## src/rtl/ex_muldiv_if.sv

```systemverilog
// Handshake/data bundle between the EX stage and the iterative mul/div unit.
// The EX side is the master; the arithmetic unit is the slave.
interface ex_muldiv_if #(
  parameter int DATA_W = 32
);
  logic              start_i;
  logic [2:0]        op_i;
  logic [DATA_W-1:0] opdata1_i;
  logic [DATA_W-1:0] opdata2_i;
  logic [DATA_W-1:0] hi_i;
  logic [DATA_W-1:0] lo_i;
  logic              annul_i;
  logic              stallreq_o;
  logic              busy_o;
  logic              ready_o;
  logic [DATA_W-1:0] hi_o;
  logic [DATA_W-1:0] lo_o;
  logic              div_by_zero_o;

  modport master (
    output start_i, op_i, opdata1_i, opdata2_i, hi_i, lo_i, annul_i,
    input  stallreq_o, busy_o, ready_o, hi_o, lo_o, div_by_zero_o
  );

  modport slave (
    input  start_i, op_i, opdata1_i, opdata2_i, hi_i, lo_i, annul_i,
    output stallreq_o, busy_o, ready_o, hi_o, lo_o, div_by_zero_o
  );
endinterface

```

## src/rtl/ex_muldiv.sv

```systemverilog
// Iterative EX-stage multiply / divide / multiply-accumulate unit writing HI/LO.
// Shift-add multiply (MUL_BITS_CYC bits per cycle) and restoring radix-2 divide.
module ex_muldiv #(
  parameter int DATA_W       = 32,
  parameter int MUL_BITS_CYC = 2
) (
  input logic       clk,
  input logic       rst,
  ex_muldiv_if.slave bus
);
  localparam int W2      = 2 * DATA_W;
  localparam int CNT_W   = $clog2(DATA_W + 1);
  localparam int MUL_CYC = DATA_W / MUL_BITS_CYC;

  typedef enum logic [1:0] {S_IDLE, S_MUL, S_DIV, S_DONE} state_t;

  state_t            state;
  logic [CNT_W-1:0]  cnt;
  logic              ready_q;
  logic              dbz_q;
  logic [DATA_W-1:0] hi_q;
  logic [DATA_W-1:0] lo_q;

  logic [W2-1:0]     mcand;
  logic [DATA_W-1:0] mplier;
  logic [W2-1:0]     acc;
  logic [W2-1:0]     base;
  logic [DATA_W-1:0] rem;
  logic [DATA_W-1:0] quo;
  logic [DATA_W-1:0] dvsr;
  logic              neg_q;
  logic              neg_r;
  logic              is_mac;
  logic              is_sub;

  function automatic logic [W2-1:0] pp_sum(input logic [W2-1:0] m,
                                            input logic [MUL_BITS_CYC-1:0] b);
    logic [W2-1:0] s;
    s = '0;
    for (int i = 0; i < MUL_BITS_CYC; i++)
      if (b[i]) s = s + (m << i);
    return s;
  endfunction

  function automatic logic [DATA_W-1:0] cond_neg(input logic n, input logic [DATA_W-1:0] x);
    return n ? -x : x;
  endfunction

  // Operand decode and magnitude extraction for the cycle the op is accepted
  logic signed [DATA_W-1:0] op1_s;
  logic signed [DATA_W-1:0] op2_s;
  logic                     op_signed;
  logic                     op_is_div;
  logic                     op1_neg;
  logic                     op2_neg;
  logic [DATA_W-1:0]        abs1;
  logic [DATA_W-1:0]        abs2;

  assign op1_s     = bus.opdata1_i;
  assign op2_s     = bus.opdata2_i;
  assign op_signed = ~bus.op_i[0];
  assign op_is_div = (bus.op_i[2:1] == 2'b01);
  assign op1_neg   = op_signed & (op1_s < 0);
  assign op2_neg   = op_signed & (op2_s < 0);
  assign abs1      = cond_neg(op1_neg, bus.opdata1_i);
  assign abs2      = cond_neg(op2_neg, bus.opdata2_i);

  // Next-iteration datapath values and the results they would produce
  logic [W2-1:0]     acc_nxt;
  logic [W2-1:0]     prod;
  logic [W2-1:0]     mul_res;
  logic [DATA_W:0]   shifted;
  logic [DATA_W:0]   diff;
  logic [DATA_W-1:0] rem_nxt;
  logic [DATA_W-1:0] quo_nxt;

  assign acc_nxt = acc + pp_sum(mcand, mplier[MUL_BITS_CYC-1:0]);
  assign prod    = neg_q ? -acc_nxt : acc_nxt;
  assign mul_res = !is_mac ? prod : (is_sub ? base - prod : base + prod);
  assign shifted = {rem, quo[DATA_W-1]};
  assign diff    = shifted - {1'b0, dvsr};
  assign rem_nxt = diff[DATA_W] ? shifted[DATA_W-1:0] : diff[DATA_W-1:0];
  assign quo_nxt = {quo[DATA_W-2:0], ~diff[DATA_W]};

  // Datapath registers: loaded while idle, iterated in MUL/DIV, no reset needed
  always_ff @(posedge clk) begin
    if (state == S_IDLE) begin
      mcand  <= {{DATA_W{1'b0}}, abs1};
      mplier <= abs2;
      acc    <= '0;
      base   <= {bus.hi_i, bus.lo_i};
      rem    <= '0;
      quo    <= abs1;
      dvsr   <= abs2;
      neg_q  <= op1_neg ^ op2_neg;
      neg_r  <= op1_neg;
      is_mac <= bus.op_i[2];
      is_sub <= bus.op_i[2] & bus.op_i[1];
    end else if (state == S_MUL) begin
      acc    <= acc_nxt;
      mcand  <= mcand << MUL_BITS_CYC;
      mplier <= mplier >> MUL_BITS_CYC;
    end else if (state == S_DIV) begin
      rem <= rem_nxt;
      quo <= quo_nxt;
    end
  end

  // Control FSM with registered result/handshake outputs
  always_ff @(posedge clk or negedge rst) begin
    if (!rst) begin
      state   <= S_IDLE;
      cnt     <= '0;
      ready_q <= 1'b0;
      dbz_q   <= 1'b0;
      hi_q    <= '0;
      lo_q    <= '0;
    end else begin
      ready_q <= 1'b0;
      if (bus.annul_i) begin
        state <= S_IDLE;
        cnt   <= '0;
      end else begin
        case (state)
          S_IDLE: begin
            if (bus.start_i) begin
              if (!op_is_div) begin
                state <= S_MUL;
                cnt   <= CNT_W'(MUL_CYC);
              end else if (bus.opdata2_i == '0) begin
                state   <= S_DONE;
                ready_q <= 1'b1;
                dbz_q   <= 1'b1;
                hi_q    <= '0;
                lo_q    <= '0;
              end else begin
                state <= S_DIV;
                cnt   <= CNT_W'(DATA_W);
              end
            end
          end
          S_MUL: begin
            cnt <= cnt - CNT_W'(1);
            if (cnt == CNT_W'(1)) begin
              state         <= S_DONE;
              ready_q       <= 1'b1;
              dbz_q         <= 1'b0;
              {hi_q, lo_q}  <= mul_res;
            end
          end
          S_DIV: begin
            cnt <= cnt - CNT_W'(1);
            if (cnt == CNT_W'(1)) begin
              state   <= S_DONE;
              ready_q <= 1'b1;
              dbz_q   <= 1'b0;
              hi_q    <= cond_neg(neg_r, rem_nxt);
              lo_q    <= cond_neg(neg_q, quo_nxt);
            end
          end
          default: state <= S_IDLE;
        endcase
      end
    end
  end

  assign bus.stallreq_o    = ((state == S_IDLE) & bus.start_i & ~bus.annul_i)
                           | (state == S_MUL) | (state == S_DIV);
  assign bus.busy_o        = (state != S_IDLE);
  assign bus.ready_o       = ready_q;
  assign bus.div_by_zero_o = dbz_q;
  assign bus.hi_o          = hi_q;
  assign bus.lo_o          = lo_q;
endmodule
```

## src/flat_wrapper.sv

```systemverilog
// flat-port wrapper written by rule: the top's interface ports become plain ports
module ex_muldiv_flat 
#(
  parameter int DATA_W       = 32,
  parameter int MUL_BITS_CYC = 2
)
  (clk, rst, bus_start_i, bus_op_i, bus_opdata1_i, bus_opdata2_i, bus_hi_i, bus_lo_i, bus_annul_i, bus_stallreq_o, bus_busy_o, bus_ready_o, bus_hi_o, bus_lo_o, bus_div_by_zero_o);
  ex_muldiv_if #(.DATA_W(DATA_W)) bus_i ();
  input logic clk;
  input logic rst;
  input wire logic [$bits(bus_i.start_i)-1:0] bus_start_i;
  input wire logic [$bits(bus_i.op_i)-1:0] bus_op_i;
  input wire logic [$bits(bus_i.opdata1_i)-1:0] bus_opdata1_i;
  input wire logic [$bits(bus_i.opdata2_i)-1:0] bus_opdata2_i;
  input wire logic [$bits(bus_i.hi_i)-1:0] bus_hi_i;
  input wire logic [$bits(bus_i.lo_i)-1:0] bus_lo_i;
  input wire logic [$bits(bus_i.annul_i)-1:0] bus_annul_i;
  output wire logic [$bits(bus_i.stallreq_o)-1:0] bus_stallreq_o;
  output wire logic [$bits(bus_i.busy_o)-1:0] bus_busy_o;
  output wire logic [$bits(bus_i.ready_o)-1:0] bus_ready_o;
  output wire logic [$bits(bus_i.hi_o)-1:0] bus_hi_o;
  output wire logic [$bits(bus_i.lo_o)-1:0] bus_lo_o;
  output wire logic [$bits(bus_i.div_by_zero_o)-1:0] bus_div_by_zero_o;
  assign bus_i.start_i = bus_start_i;
  assign bus_i.op_i = bus_op_i;
  assign bus_i.opdata1_i = bus_opdata1_i;
  assign bus_i.opdata2_i = bus_opdata2_i;
  assign bus_i.hi_i = bus_hi_i;
  assign bus_i.lo_i = bus_lo_i;
  assign bus_i.annul_i = bus_annul_i;
  assign bus_stallreq_o = bus_i.stallreq_o;
  assign bus_busy_o = bus_i.busy_o;
  assign bus_ready_o = bus_i.ready_o;
  assign bus_hi_o = bus_i.hi_o;
  assign bus_lo_o = bus_i.lo_o;
  assign bus_div_by_zero_o = bus_i.div_by_zero_o;
  ex_muldiv #(.DATA_W(DATA_W), .MUL_BITS_CYC(MUL_BITS_CYC)) u_core (.clk(clk), .rst(rst), .bus(bus_i));
endmodule
```

## config.mk

```make
export PLATFORM = sky130hd
export DESIGN_NAME = ex_muldiv_flat
export DESIGN_NICKNAME = d
export VERILOG_FILES = /design/src/rtl/ex_muldiv_if.sv /design/src/rtl/ex_muldiv.sv /design/src/flat_wrapper.sv
export SDC_FILE = /design/constraint.sdc
export NUM_CORES = 2
export LEC_CHECK = 0
export CORE_MARGIN = 2
export CORE_UTILIZATION = 40
export CTS_CLUSTER_DIAMETER = 150
export CTS_CLUSTER_SIZE = 30
export DETAILED_ROUTE_END_ITERATION = 8
export PLACE_DENSITY_LB_ADDON = 0.05
export SYNTH_ARGS = -nofsm -noshare
export SYNTH_HDL_FRONTEND = slang
export SYNTH_SLANG_ARGS = --single-unit
```

## constraint.sdc

```tcl
create_clock -name clk -period 16.4 [get_ports clk]
set_input_delay 4.92 -clock clk [delete_from_list [all_inputs] [get_ports clk]]
set_output_delay 4.92 -clock clk [all_outputs]
set_load 0.1 [all_outputs]
```

[Word-level counts from Yosys, hierarchy flattened]
Cells that the tools add are included.
Storage, ports and cells
  register bits after elaboration: 398
  word-level logic and storage cells: 120
Operators by class
  equality and inequality tests: 14
  reductions and logical operators: 15
  magnitude comparators: 2
  bitwise logic cells: 12
  add/subtract/negate cells: 11
  multiplexer cells: 48
Operator list (number)
  32-bit two-way mux: 19
  64-bit two-way mux: 5
  64-bit adder: 3
  32-bit one-hot mux with 3 select lines: 2
  32-bit negator: 4
  32-bit by 1-bit less-than comparator with 1-bit output (second input constant): 2
  64-bit negator: 1
  64-bit subtractor: 1
  33-bit by 32-bit subtractor with 33-bit output: 1
  32-bit logical NOT: 1
  6-bit two-way mux: 4
  2-bit by 1-bit inequality test with 1-bit output (second input constant): 6
  6-bit one-hot mux with 2 select lines: 1
  1-bit two-way mux: 10
  2-bit two-way mux: 4
  2-bit nonzero test: 4
  7-bit AND reduction: 1
  6-bit by 1-bit == test with 1-bit output (second input constant): 1
  2-bit AND reduction: 3
  6-bit AND reduction: 1
  3-bit nonzero test: 2
  6-bit by 1-bit subtractor with 6-bit output (second input constant): 1
  1-bit bitwise AND: 5
  2-bit by 1-bit == test with 1-bit output (second input constant): 2
  13 further kinds: 18

[Logic depth before layout (Yosys ltp)]
  depth after elaboration: 11
  depth in mapped cells: 62

[Worst setup path after synthesis]
Ideal clock, no wire load.
  path type: reg2reg
  start point: reg u_core.mplier[0]
  end point: reg u_core.hi_q[31], in the netlist u_core.bus.hi_o[31]
  clock period less this slack: 12067 ps
  path slack: 4333 ps
  library setup time: 92 ps
  arrival time: 11975 ps
  required time: 16308 ps
  cell stages (with the launch flop): 61
  cells stage by stage: edfxtp_1 clkbuf_1 clkbuf_1 clkbuf_1 buf_1 clkbuf_1 clkbuf_1 nand2_1 inv_1 ha_1 fa_1 clkbuf_1 nand2b_1 o21ai_0 o211ai_1 and2_1 or3_1 a31oi_1 [25 not listed] and3_1 a21oi_1 xnor2_1 ha_1 a21oi_1 o21bai_1 a21oi_1 nor2b_1 and3b_1 o211a_1 o31ai_1 nand2_1 o21ai_0 nor3b_1 o221ai_1 and4b_1 nor3_1 o31ai_2
Between the ends
  word-level cells in the longest chain between the ends: 11
  elaborated cells on any way between the ends: 12
RTL lines
  start: declaration: line ex_muldiv.sv:25  | logic [DATA_W-1:0] mplier;
  start signal: assignment: line ex_muldiv.sv:89  | mplier <= abs2;
  start signal: assignment: line ex_muldiv.sv:102  | mplier <= mplier >> MUL_BITS_CYC;
  64-bit two-way mux (*): line ex_muldiv.sv:41  | if (b[i]) s = s + (m << i);
  64-bit adder: line ex_muldiv.sv:41
  64-bit two-way mux (*): line ex_muldiv.sv:41
  64-bit adder (*): line ex_muldiv.sv:77  | assign acc_nxt = acc + pp_sum(mcand, mplier[MUL_BITS_CYC-1:0]);
  64-bit negator: line ex_muldiv.sv:78  | assign prod = neg_q ? -acc_nxt : acc_nxt;
  64-bit two-way mux (*): line ex_muldiv.sv:78
  64-bit adder or 64-bit subtractor (tied branches): line ex_muldiv.sv:79  | assign mul_res = !is_mac ? prod : (is_sub ? base - prod : base + prod);
  64-bit two-way mux: line ex_muldiv.sv:79
  64-bit two-way mux (*): line ex_muldiv.sv:79
  32-bit two-way mux (*): line ex_muldiv.sv:144  | if (cnt == CNT_W'(1)) begin
  32-bit one-hot mux with 3 select lines (*): line ex_muldiv.sv:124  | case (state)
  end signal: assignment: line ex_muldiv.sv:148  | {hi_q, lo_q} <= mul_res;
  end signal: assignment: line ex_muldiv.sv:157  | hi_q <= cond_neg(neg_r, rem_nxt);
  end: declaration: line ex_muldiv.sv:21  | logic [DATA_W-1:0] hi_q;
Mark *: on every way between the ends. The rest lies on a longest branch, timed or not. The select of a mux whose other input is x is not followed.
A chain may end at the register's enable or synchronous reset.

[Worst setup path after layout]
Ends and elaborated chain as after synthesis.

==> run summary <==
MaxCap Viol Count - 0
Fillers - 9,176
Overflow left after global routing - 0
Register bit total from synthesis - 398
Status - finished, final reports clean
Count leader, synth - nor2_1
Vias per Instance - 5.87
Die ar. - 0.0939 sq mm
Slew margin rel. - 20.9%
Final period utilization - 80.0%
GR Util met1 - 38.9%
Post-synth top flop - edfxtp_1
Worst Hold Class - flop to flop
Mux share of post-synthesis cell area - 4.60%
Share of layout cells above drive strength 1 - 3.89%
Cells after synthesis - 4,548
Hold Violations, Final - 0
First-pass GRT wire length - 194,000 um
Maximum fanout along the worst path - 86
Syn Area/Cell - 8.05 sq um
CTS tree - built
Ys async rst share - 18.6%
Core area - 0.0903 sq mm
H-tree lvl count - 1
Final ANT Viol Nets - 0
Synth Area in XOR/XNOR - 10.0%
Vias - 33,800
Yosys top cell by area - edfxtp_1
Area contributors post-synth - edfxtp_1, ha_1, dfxtp_1
Root Driver - clkbuf_16
Number of cells upsized or downsized after cts - 0
Clock Pin Slew Worst Setup and Hold Paths - 0.12 ns
Fin Clk Skew - 0.0328 ns
Post-Synth Simple-Gate Area - 20.1%
Final setup viols - 0
Crit path largest cell delay - 0.87 ns
Vias in the first global route - 31,300
Routed WL - 127,000 um
Number of library cell types mapped by synthesis - 111
Post-synth top area share - 16.1%
Worst hold start - u_core.acc[59]
Initial Util - 40.5%
Clk sink count - 398
Port bufs - 202
Die width - 306 um
Total CTS buffers - 17
Gr usage total - 26.3%
GR met3 Demand/Resource - 2.16%
Die Y - 306 um
CP required - 16.91 ns
Setup bufs post-CTS - 0
GR peak layer - met2
Most frequent cells after synthesis - nor2_1, a21oi_1, nand2_1
Synth Area in Adders - 7.79%
R2R Path Start - u_core.mplier[0]
Latest clock arrival within the worst-skew pair - 0.60 ns
Final GP Congestion - 0.950
Final core utilization - 44.3%
Final nets - 4,925
Antenna violations before repair - 4
TNS Setup - 0 ns
Worst path arrival time - 13.62 ns
Worst setup path start - u_core.mplier[0]
Syn nets - 4,906
RSZ-0062 raised after global routing - no
Largest net degree at the start of global routing - 137
EDFF count, synth - 196
DRC errors left - 0
FP Rows - 110
I/O Pins - 203
Worst setup SP type - flop
Main combinational cell family by area after synthesis - compound AO/OA/AOI/OAI gates
Synth-to-Final Area Change - 9.40%
Worst-case clock buffer depth - 3
Mapped cell area - 0.0366 sq mm
Tmin final - 13.11 ns
Achievable Freq - 76.3 MHz
Yosys warnings - 0
First DRT Iteration DRCs - 3,021
Complex-gate fraction of the synthesized area - 25.1%
Worst Tran Pin Value - 1.18 ns
CP max-delay cell - nor4_2
R2r setup slk - 3.29 ns
Crit path kind - flop to flop
Met2 Use GR - 41.9%
Sequential-to-total area share from yosys stat - 28.1%
CP Capture Type - flop
Avg WL per Cell - 22.1 um
Slew Limit Fails - 0
DRT Pass-1 Iters - 6
Post-detailed-placement half-perimeter wirelength - 99,100 um
Hold_buf cts - 0
[final timing paths]
path / to / depth (start not counted)
max in group asynchronous: u_core.bus.hi_o[24] / 2
min reg2reg: u_core.acc[59] / 2
max: u_core.bus.hi_o[31] / 46
min in group asynchronous: u_core.bus.div_by_zero_o / 1
max reg2reg: u_core.bus.hi_o[31] / 46
min: u_core.acc[59] / 2
[routing by layer]
metal  part of all wire (%)  vias to the layer above
li1                       -                    16700
met1                     49                    16200
met2                     44                      814
met3                    4.5                       92
met4                    2.0                        0
met5                      0                        -
[registers in the layout, summed over array words and instances, names as in the netlist, 2 cells and up]
name and flops:
u_core.mplier 32, u_core.quo 32, u_core.bus.lo_o 32, u_core.base 64, u_core.state 2, u_core.bus.hi_o 32, u_core.rem 32, u_core.mcand 64
u_core.dvsr 32, u_core.acc 64, u_core.cnt 6
[cell families (layout without fill, tap and decap cells)]
group	Yosys count	in the layout
simple gates	1520	1520
compound gates	1419	1419
xor+xnor	418	418
buf+inv	406	436
flops	398	398
fa+ha+maj	226	226
mux	161	161
other cells	0	2
[through the flow]
stage	hold WS, ns	setup WS (ns)	cells	area, sq um
2_1_floorplan	0.450	4.33	4548	36600
3_3_place_gp	0.455	3.84	5724	39500
3_5_place_dp	0.467	3.55	5724	39500
4_1_cts	0.486	3.45	5754	40000
5_1_grt	0.515	1.89	5754	40000
6_report	0.485	3.29	5756	40000
[placed cells by master, fill, tap and decap left out, types with 51 or more instances in the layout]
master           count
nor2_1             507
a21oi_1            373
nand2_1            358
o21ai_0            323
xnor2_1            245
ha_1               216
clkdlybuf4s50_1    201
edfxtp_1           196
xor2_1             172
inv_1              164
dfxtp_1            128
a21o_1             116
nor3_1             105
mux2i_1            105
o21a_1              94
nand3_1             81
and2_1              79
dfrtp_1             74
a211oi_1            73
mux2_2              55
nand4_1             53
nand2b_1            52
a31oi_1             51
[layout make-up]
| class | instances | area (sq um) | area share [%] |
|---|---|---|---|
| inverters | 166 | 623 | 1.56 |
| well taps | 1176 | 1470 | 3.68 |
| clock inverters | 3 | 33.8 | 0.0844 |
| repair buffers | 240 | 2320 | 5.79 |
| flip-flops and latches | 398 | 10300 | 25.7 |
| clock buffers | 27 | 464 | 1.16 |
| diodes | 2 | 5.00 | 0.0125 |
| multi-input cells | 3744 | 24800 | 62.0 |
[critical path: cells and delay by family (launching register included)]
family | cells | cell delay, ns
compound gates | 14 | 3.73
xor+xnor | 5 | 1.23
fa+ha+maj | 2 | 0.89
buf+inv | 1 | 0.70
flops | 1 | 0.62
simple gates | 24 | 5.79
Power is left out: the tool's default activity adds up to more than one toggle a clock period on the data nets, which glitch-free logic cannot reach.
